`config.mk`:
```
export PLATFORM = sky130hd
export DESIGN_NAME = dbg_uart_bridge_flat
export DESIGN_NICKNAME = d
export VERILOG_FILES = /design/src/rtl/dbg_uart_bridge_if.sv /design/src/rtl/dbg_uart_bridge.sv /design/src/flat_wrapper.sv
export SDC_FILE = /design/constraint.sdc
export NUM_CORES = 1
export LEC_CHECK = 0
export CORE_MARGIN = 2
export CORE_UTILIZATION = 30
export CTS_CLUSTER_SIZE = 10
export DETAILED_ROUTE_END_ITERATION = 6
export GPL_TIMING_DRIVEN = 0
export PLACE_DENSITY = 0.6
export SLEW_MARGIN = 5
export SYNTH_ARGS = -nofsm -noshare
export SYNTH_HDL_FRONTEND = slang
export SYNTH_SLANG_ARGS = --single-unit
```
`constraint.sdc`:
```
create_clock -name clk -period 4.3 [get_ports clk]
set_input_delay 0.86 -clock clk [delete_from_list [all_inputs] [get_ports clk]]
set_output_delay 0.86 -clock clk [all_outputs]
set_load 0.005 [all_outputs]
```
`src/rtl/dbg_uart_bridge_if.sv`:
```
// Byte-stream (rx/tx) and SoC debug-port signal bundle for dbg_uart_bridge.
// master = the bridge, slave = the UART/SoC side.
interface dbg_uart_bridge_if #(
    parameter int unsigned ADDR_WIDTH = 2,
    parameter int unsigned DATA_WIDTH = 32
);
    logic [7:0]            rx_data;
    logic                  rx_valid;
    logic                  rx_ready;
    logic [7:0]            tx_data;
    logic                  tx_valid;
    logic                  tx_ready;
    logic [ADDR_WIDTH-1:0] dbg_addr;
    logic [DATA_WIDTH-1:0] dbg_din;
    logic                  dbg_wr_en;
    logic                  dbg_req;
    logic [DATA_WIDTH-1:0] dbg_dout;
    logic                  dbg_ack;
    logic                  busy;

    modport master (
        input  rx_data, rx_valid, tx_ready, dbg_dout, dbg_ack,
        output rx_ready, tx_data, tx_valid, dbg_addr, dbg_din, dbg_wr_en, dbg_req, busy
    );

    modport slave (
        output rx_data, rx_valid, tx_ready, dbg_dout, dbg_ack,
        input  rx_ready, tx_data, tx_valid, dbg_addr, dbg_din, dbg_wr_en, dbg_req, busy
    );
endinterface

```
`src/rtl/dbg_uart_bridge.sv`:
```
// Decodes host command packets from a UART byte stream into single debug-port
// read/write transactions and returns status plus read data as bytes.
module dbg_uart_bridge #(
    parameter int unsigned ADDR_WIDTH = 2,
    parameter int unsigned DATA_WIDTH = 32,
    parameter int unsigned TIMEOUT    = 1024
) (
    input  logic              clk,
    input  logic              rst_n,
    dbg_uart_bridge_if.master bus
);
    localparam int unsigned DATA_BYTES = DATA_WIDTH / 8;
    localparam int unsigned IDX_W      = (DATA_BYTES > 1) ? $clog2(DATA_BYTES) : 1;
    localparam int unsigned CNT_W      = (TIMEOUT > 1) ? $clog2(TIMEOUT) : 1;
    localparam logic [IDX_W-1:0] IDX_LAST = IDX_W'(DATA_BYTES - 1);
    localparam logic [CNT_W-1:0] CNT_LAST = CNT_W'((TIMEOUT == 0) ? 0 : TIMEOUT - 1);
    localparam logic [7:0] RSV_MASK   = 8'((8'h7F >> ADDR_WIDTH) << ADDR_WIDTH);
    localparam logic [7:0] ST_OK      = 8'h00;
    localparam logic [7:0] ST_TIMEOUT = 8'hEE;

    typedef enum logic [2:0] {
        IDLE,
        RX_DATA,
        REQ,
        RESP_STATUS,
        RESP_DATA
    } state_t;

    state_t                state;
    logic                  wr;
    logic                  timed_out;
    logic [ADDR_WIDTH-1:0] addr;
    logic [DATA_WIDTH-1:0] din;
    logic [DATA_WIDTH-1:0] rd_data;
    logic [IDX_W-1:0]      byte_idx;
    logic [CNT_W-1:0]      cnt;
    logic                  rx_ready;
    logic                  tx_valid;
    logic [7:0]            tx_data;
    logic                  dbg_req;
    logic                  busy;

    logic                  rx_hs;
    logic                  tx_hs;
    logic [IDX_W-1:0]      idx_nxt;

    assign rx_hs   = bus.rx_valid & rx_ready;
    assign tx_hs   = tx_valid & bus.tx_ready;
    assign idx_nxt = byte_idx + 1'b1;

    // Packet FSM; every output is a register updated alongside the state.
    always_ff @(posedge clk or negedge rst_n) begin
        if (!rst_n) begin
            state     <= IDLE;
            wr        <= 1'b0;
            timed_out <= 1'b0;
            addr      <= '0;
            din       <= '0;
            rd_data   <= '0;
            byte_idx  <= '0;
            cnt       <= '0;
            rx_ready  <= 1'b0;
            tx_valid  <= 1'b0;
            tx_data   <= 8'h00;
            dbg_req   <= 1'b0;
            busy      <= 1'b0;
        end else begin
            case (state)
                IDLE: begin
                    rx_ready <= 1'b1;
                    // Commands with reserved bits set are swallowed silently.
                    if (rx_hs && ((bus.rx_data & RSV_MASK) == 8'h00)) begin
                        wr   <= bus.rx_data[7];
                        addr <= bus.rx_data[ADDR_WIDTH-1:0];
                        busy <= 1'b1;
                        if (bus.rx_data[7]) begin
                            state    <= RX_DATA;
                            byte_idx <= '0;
                        end else begin
                            state    <= REQ;
                            rx_ready <= 1'b0;
                            dbg_req  <= 1'b1;
                            cnt      <= '0;
                        end
                    end
                end

                RX_DATA: begin
                    if (rx_hs) begin
                        din[{byte_idx, 3'b000} +: 8] <= bus.rx_data;
                        if (byte_idx == IDX_LAST) begin
                            state    <= REQ;
                            rx_ready <= 1'b0;
                            dbg_req  <= 1'b1;
                            cnt      <= '0;
                        end else begin
                            byte_idx <= idx_nxt;
                        end
                    end
                end

                REQ: begin
                    cnt <= cnt + 1'b1;
                    // Ack has priority over a timeout expiring in the same cycle.
                    if (bus.dbg_ack) begin
                        if (!wr) rd_data <= bus.dbg_dout;
                        timed_out <= 1'b0;
                        dbg_req   <= 1'b0;
                        tx_valid  <= 1'b1;
                        tx_data   <= ST_OK;
                        state     <= RESP_STATUS;
                    end else if ((TIMEOUT != 0) && (cnt == CNT_LAST)) begin
                        timed_out <= 1'b1;
                        dbg_req   <= 1'b0;
                        tx_valid  <= 1'b1;
                        tx_data   <= ST_TIMEOUT;
                        state     <= RESP_STATUS;
                    end
                end

                RESP_STATUS: begin
                    if (tx_hs) begin
                        if (!wr && !timed_out) begin
                            state    <= RESP_DATA;
                            byte_idx <= '0;
                            tx_data  <= rd_data[7:0];
                        end else begin
                            state    <= IDLE;
                            tx_valid <= 1'b0;
                            busy     <= 1'b0;
                            rx_ready <= 1'b1;
                        end
                    end
                end

                RESP_DATA: begin
                    if (tx_hs) begin
                        if (byte_idx == IDX_LAST) begin
                            state    <= IDLE;
                            tx_valid <= 1'b0;
                            busy     <= 1'b0;
                            rx_ready <= 1'b1;
                        end else begin
                            byte_idx <= idx_nxt;
                            tx_data  <= rd_data[{idx_nxt, 3'b000} +: 8];
                        end
                    end
                end

                default: begin
                    state    <= IDLE;
                    dbg_req  <= 1'b0;
                    tx_valid <= 1'b0;
                    busy     <= 1'b0;
                end
            endcase
        end
    end

    assign bus.rx_ready  = rx_ready;
    assign bus.tx_valid  = tx_valid;
    assign bus.tx_data   = tx_data;
    assign bus.dbg_req   = dbg_req;
    assign bus.dbg_wr_en = wr;
    assign bus.dbg_addr  = addr;
    assign bus.dbg_din   = din;
    assign bus.busy      = busy;
endmodule

```
`src/flat_wrapper.sv`:
```
// flat-port wrapper written by rule: the top's interface ports become plain ports
module dbg_uart_bridge_flat 
#(
    parameter int unsigned ADDR_WIDTH = 2,
    parameter int unsigned DATA_WIDTH = 32,
    parameter int unsigned TIMEOUT    = 1024
)
  (clk, rst_n, bus_rx_data, bus_rx_valid, bus_tx_ready, bus_dbg_dout, bus_dbg_ack, bus_rx_ready, bus_tx_data, bus_tx_valid, bus_dbg_addr, bus_dbg_din, bus_dbg_wr_en, bus_dbg_req, bus_busy);
  dbg_uart_bridge_if #(.ADDR_WIDTH(ADDR_WIDTH), .DATA_WIDTH(DATA_WIDTH)) bus_i ();
  input  logic clk;
  input  logic rst_n;
  input wire logic [$bits(bus_i.rx_data)-1:0] bus_rx_data;
  input wire logic [$bits(bus_i.rx_valid)-1:0] bus_rx_valid;
  input wire logic [$bits(bus_i.tx_ready)-1:0] bus_tx_ready;
  input wire logic [$bits(bus_i.dbg_dout)-1:0] bus_dbg_dout;
  input wire logic [$bits(bus_i.dbg_ack)-1:0] bus_dbg_ack;
  output wire logic [$bits(bus_i.rx_ready)-1:0] bus_rx_ready;
  output wire logic [$bits(bus_i.tx_data)-1:0] bus_tx_data;
  output wire logic [$bits(bus_i.tx_valid)-1:0] bus_tx_valid;
  output wire logic [$bits(bus_i.dbg_addr)-1:0] bus_dbg_addr;
  output wire logic [$bits(bus_i.dbg_din)-1:0] bus_dbg_din;
  output wire logic [$bits(bus_i.dbg_wr_en)-1:0] bus_dbg_wr_en;
  output wire logic [$bits(bus_i.dbg_req)-1:0] bus_dbg_req;
  output wire logic [$bits(bus_i.busy)-1:0] bus_busy;
  assign bus_i.rx_data = bus_rx_data;
  assign bus_i.rx_valid = bus_rx_valid;
  assign bus_i.tx_ready = bus_tx_ready;
  assign bus_i.dbg_dout = bus_dbg_dout;
  assign bus_i.dbg_ack = bus_dbg_ack;
  assign bus_rx_ready = bus_i.rx_ready;
  assign bus_tx_data = bus_i.tx_data;
  assign bus_tx_valid = bus_i.tx_valid;
  assign bus_dbg_addr = bus_i.dbg_addr;
  assign bus_dbg_din = bus_i.dbg_din;
  assign bus_dbg_wr_en = bus_i.dbg_wr_en;
  assign bus_dbg_req = bus_i.dbg_req;
  assign bus_busy = bus_i.busy;
  dbg_uart_bridge #(.ADDR_WIDTH(ADDR_WIDTH), .DATA_WIDTH(DATA_WIDTH), .TIMEOUT(TIMEOUT)) u_core (.clk(clk), .rst_n(rst_n), .bus(bus_i));
endmodule
```
==> flow_metrics.py <==
metrics = {
    "routing": {
        "drc": 0,
        "wl_per_cell_microns": 16.72,
        "routed_wl_microns": 12110,
        "first_pass_iters": 7,
        "ant_nets": 0,
        "dr_total_vias": 3676,
        "viasPerCell": 5.077,
        "drt_iter0_markers": 237,
    },
    "final_layout": {
        "final_net_count": 584,
        "synthToLayoutAreaGrowth_pct": 30.13,
        "num_antenna_cells": 0,
        "final_cell_count_no_fill": 724,
        "drive_gt1_frac": 0.1530,
        "fill_cells": 1515,
    },
    "synthesis": {
        "synth_area_sq_um": 4676,
        "synth-edff-count": 0,
        "yosysTopAreaCell": "dfrtp_1",
        "synth-seq-cells": 95,
        "yosysWarnings": 0,
        "synth_ff_type": "dfrtp_1",
        "synth.area.top_cells": "dfrtp_1, mux2_2, o21ai_0",
        "synth_top_area_frac": 0.5084,
        "synthCells": 431,
        "ys_seq_area_frac": 0.5084,
        "yosysMostFrequentCell": "dfrtp_1",
        "synth_commonest_cells": "dfrtp_1, o21ai_0, inv_1",
        "synthDistinctLibCells": 54,
        "syn_avg_cell_area_sq_um": 10.85,
        "synth.net_count": 483,
        "async_flop_share": 1.000,
    },
    "global_routing": {
        "grt_max_degree": 67,
        "grt_pass1_wl_microns": 19850,
        "grt_usage": 0.1534,
        "overflow": 0,
        "grt_pass1_vias": 3734,
        "antenna_found_initial": 0,
    },
    "timing": {
        "hold_viol": 0,
        "finalWorstSetupSlack_ps": 1080,
        "relSlewSlack": 0.4126,
        "period_minus_slack_ps": 3220,
        "max_freq_mhz": 310.6,
        "finClkSkew_ps": 5.519,
        "setup_viol": 0,
        "worst_slew_pin_slew_ps": 874.4,
        "period_share": 0.7488,
        "slew_viol_final": 0,
        "holdWs_ps": 434.2,
        "rsz0062_at_grt": "no",
    },
    "clock_tree": {
        "cts-root-buf": "clkbuf_16",
        "cts_buffers": 9,
        "ctsResizeCount": 0,
        "ctsLongestPathBuffers": 2,
        "cts-htree-levels": 3,
        "post_cts_buffers": 0,
        "insertion_delay_ps": 350,
        "hold_buffers": 0,
        "numClockSinks": 95,
        "cts_tree": "done",
        "clk_pin_slew_ps": 70,
    },
    "critical_path": {
        "worst_path_most_repeated_cell": "inv_1",
        "critPathRequiredTime_ps": 4560,
        "crit_chain": "buf_2 -> inv_1 -> ha_1 -> clkbuf_1 -> inv_1 -> nor3_1 -> nand3_1 -> o21ai_0",
        "crit_path_end_kind": "register",
        "worst_ep_arrival_time_ps": 3480,
        "cp_slowest_cell": "nor3_1",
        "crit_path_max_incr_delay_ps": 760,
        "path_max_fanout": 10,
        "cp-start-kind": "register",
        "criticalPathCategory": "register to register",
    },
    "floorplan": {
        "dieWidth_microns": 128.8,
        "core_sq_um": 15200,
        "die_h_microns": 128.8,
        "start_util": 0.3076,
        "die-area_sq_um": 16600,
        "rows": 45,
        "ios": 92,
    },
    "hold_path": {
        "min_path_type": "primary input to async pin",
    },
    "power": {
        "leakage_nw": 2.471,
        "finalPower_mw": 4.147,
        "powerDensity_nw_per_um2": 681.5,
        "vdd.ir_drop.worst_mv": 0.2486,
    },
    "place": {
        "place.gp.congestion": 0.8544,
        "dp_worst_setup_slack_ps": 1102,
        "dp_hpwl_microns": 8957,
        "port_buffers": 89,
        "placed_cells": 709,
    },
    "run": {
        "drv_cap": 0,
    },
    "outcome": {
        "status": "complete, no violations",
    },
}
[per-layer routing]
layer / GRT usage / vias to the layer above / wire length [microns]
met4: 0.06266 / 0 / 208
met5: 0 / - / 0
li1: - / 1754 / -
met1: 0.2048 / 1793 / 5286
met3: 0.02744 / 14 / 575
met2: 0.2474 / 115 / 6037
[layout by cell type (no fill, tap or decap), types with 3 or more instances in the layout]
| cell | n |
|---|---|
| a21boi_0 | 3 |
| inv_1 | 43 |
| mux4_2 | 8 |
| dfrtp_1 | 95 |
| nand2_1 | 20 |
| nand2b_1 | 3 |
| a21oi_1 | 8 |
| nand3_1 | 37 |
| clkbuf_16 | 9 |
| mux2_2 | 41 |
| o211ai_1 | 12 |
| nor2_1 | 13 |
| o21ai_0 | 46 |
| clkdlybuf4s50_1 | 88 |
| clkbuf_1 | 19 |
| mux2_1 | 4 |
| o21a_1 | 3 |
| nor3_1 | 11 |
| a31oi_1 | 3 |
| buf_2 | 6 |
| and3b_1 | 6 |
| or3_1 | 3 |
| ha_1 | 7 |
[cells by family after synthesis]
logic type                 synth area share
and+or+nand+nor                      0.1351
AOI/OAI and AO/OA                    0.1319
DFF                                  0.5084
buffers and inverters               0.05459
muxes                                0.1512
adders and majority gates           0.01873
[per-stage QoR]
| step | util | instance area [sq um] | TNS, ps |
|---|---|---|---|
| after global routing | 0.4002 | 6085 | 0 |
| after CTS | 0.4002 | 6085 | 0 |
| final | 0.4002 | 6085 | 0 |
| after detailed placement | 0.3833 | 5827 | 0 |
| after floorplan | - | 4676 | 0 |
| after global placement | 0.3816 | 5802 | -106090 |
[worst max-delay path, delay by kind of cell (launching register included)]
| family | cells | cell delay (ps) |
|---|---|---|
| and+or+nand+nor | 2 | 900 |
| buffers and inverters | 4 | 1320 |
| adders and majority gates | 1 | 320 |
| DFF | 1 | 470 |
| AOI/OAI and AO/OA | 1 | 110 |
[registers in the layout, summed over array words and instances, names as in the netlist]
name	cells
u_core.rd_data	32
u_core.state	3
u_core.bus.rx_ready	1
u_core.cnt	10
u_core.bus.dbg_addr	2
u_core.bus.dbg_req	1
u_core.byte_idx	2
u_core.bus.dbg_wr_en	1
u_core.bus.tx_valid	1
u_core.bus.busy	1
u_core.bus.dbg_din	32
u_core.bus.tx_data	8
u_core.timed_out	1
[path summary, 6_finish.rpt]
path                                         start                endpoint  slack (ps)  depth (start not counted)
worst max-delay path            u_core.byte_idx[0]  u_core.bus.dbg_din[14]        1080                          8
worst min-delay path                         rst_n   u_core.bus.dbg_din[1]         430                          1
worst max register to register  u_core.byte_idx[0]  u_core.bus.dbg_din[14]        1080                          8
worst min register to register  u_core.bus.dbg_req      u_core.bus.dbg_req         500                          1
max in group asynchronous                    rst_n       u_core.rd_data[6]        3200                          2
min in group clk                u_core.bus.dbg_req      u_core.bus.dbg_req         500                          1
[power by group]
group / switching (mW) / leakage, nW / internal [mW] / total [mW]
sequential: 0.293 / 1.16 / 1.31 / 1.61
combinational: 0.828 / 1.19 / 0.991 / 1.82
clock: 0.334 / 0.123 / 0.389 / 0.723
[area by class of cell]
cell class | count | area [sq um] | area share
inverter | 43 | 161.4 | 0.02653
clock inverter | 3 | 21.27 | 0.003496
sequential | 95 | 2377 | 0.3907
clock buffer | 12 | 236.5 | 0.03886
timing repair buffer | 90 | 915.9 | 0.1505
buffer | 23 | 93.84 | 0.01542
tap | 188 | 235.2 | 0.03866
multi-input combinational | 270 | 2043 | 0.3358
Power figures use the tool's default switching activity.
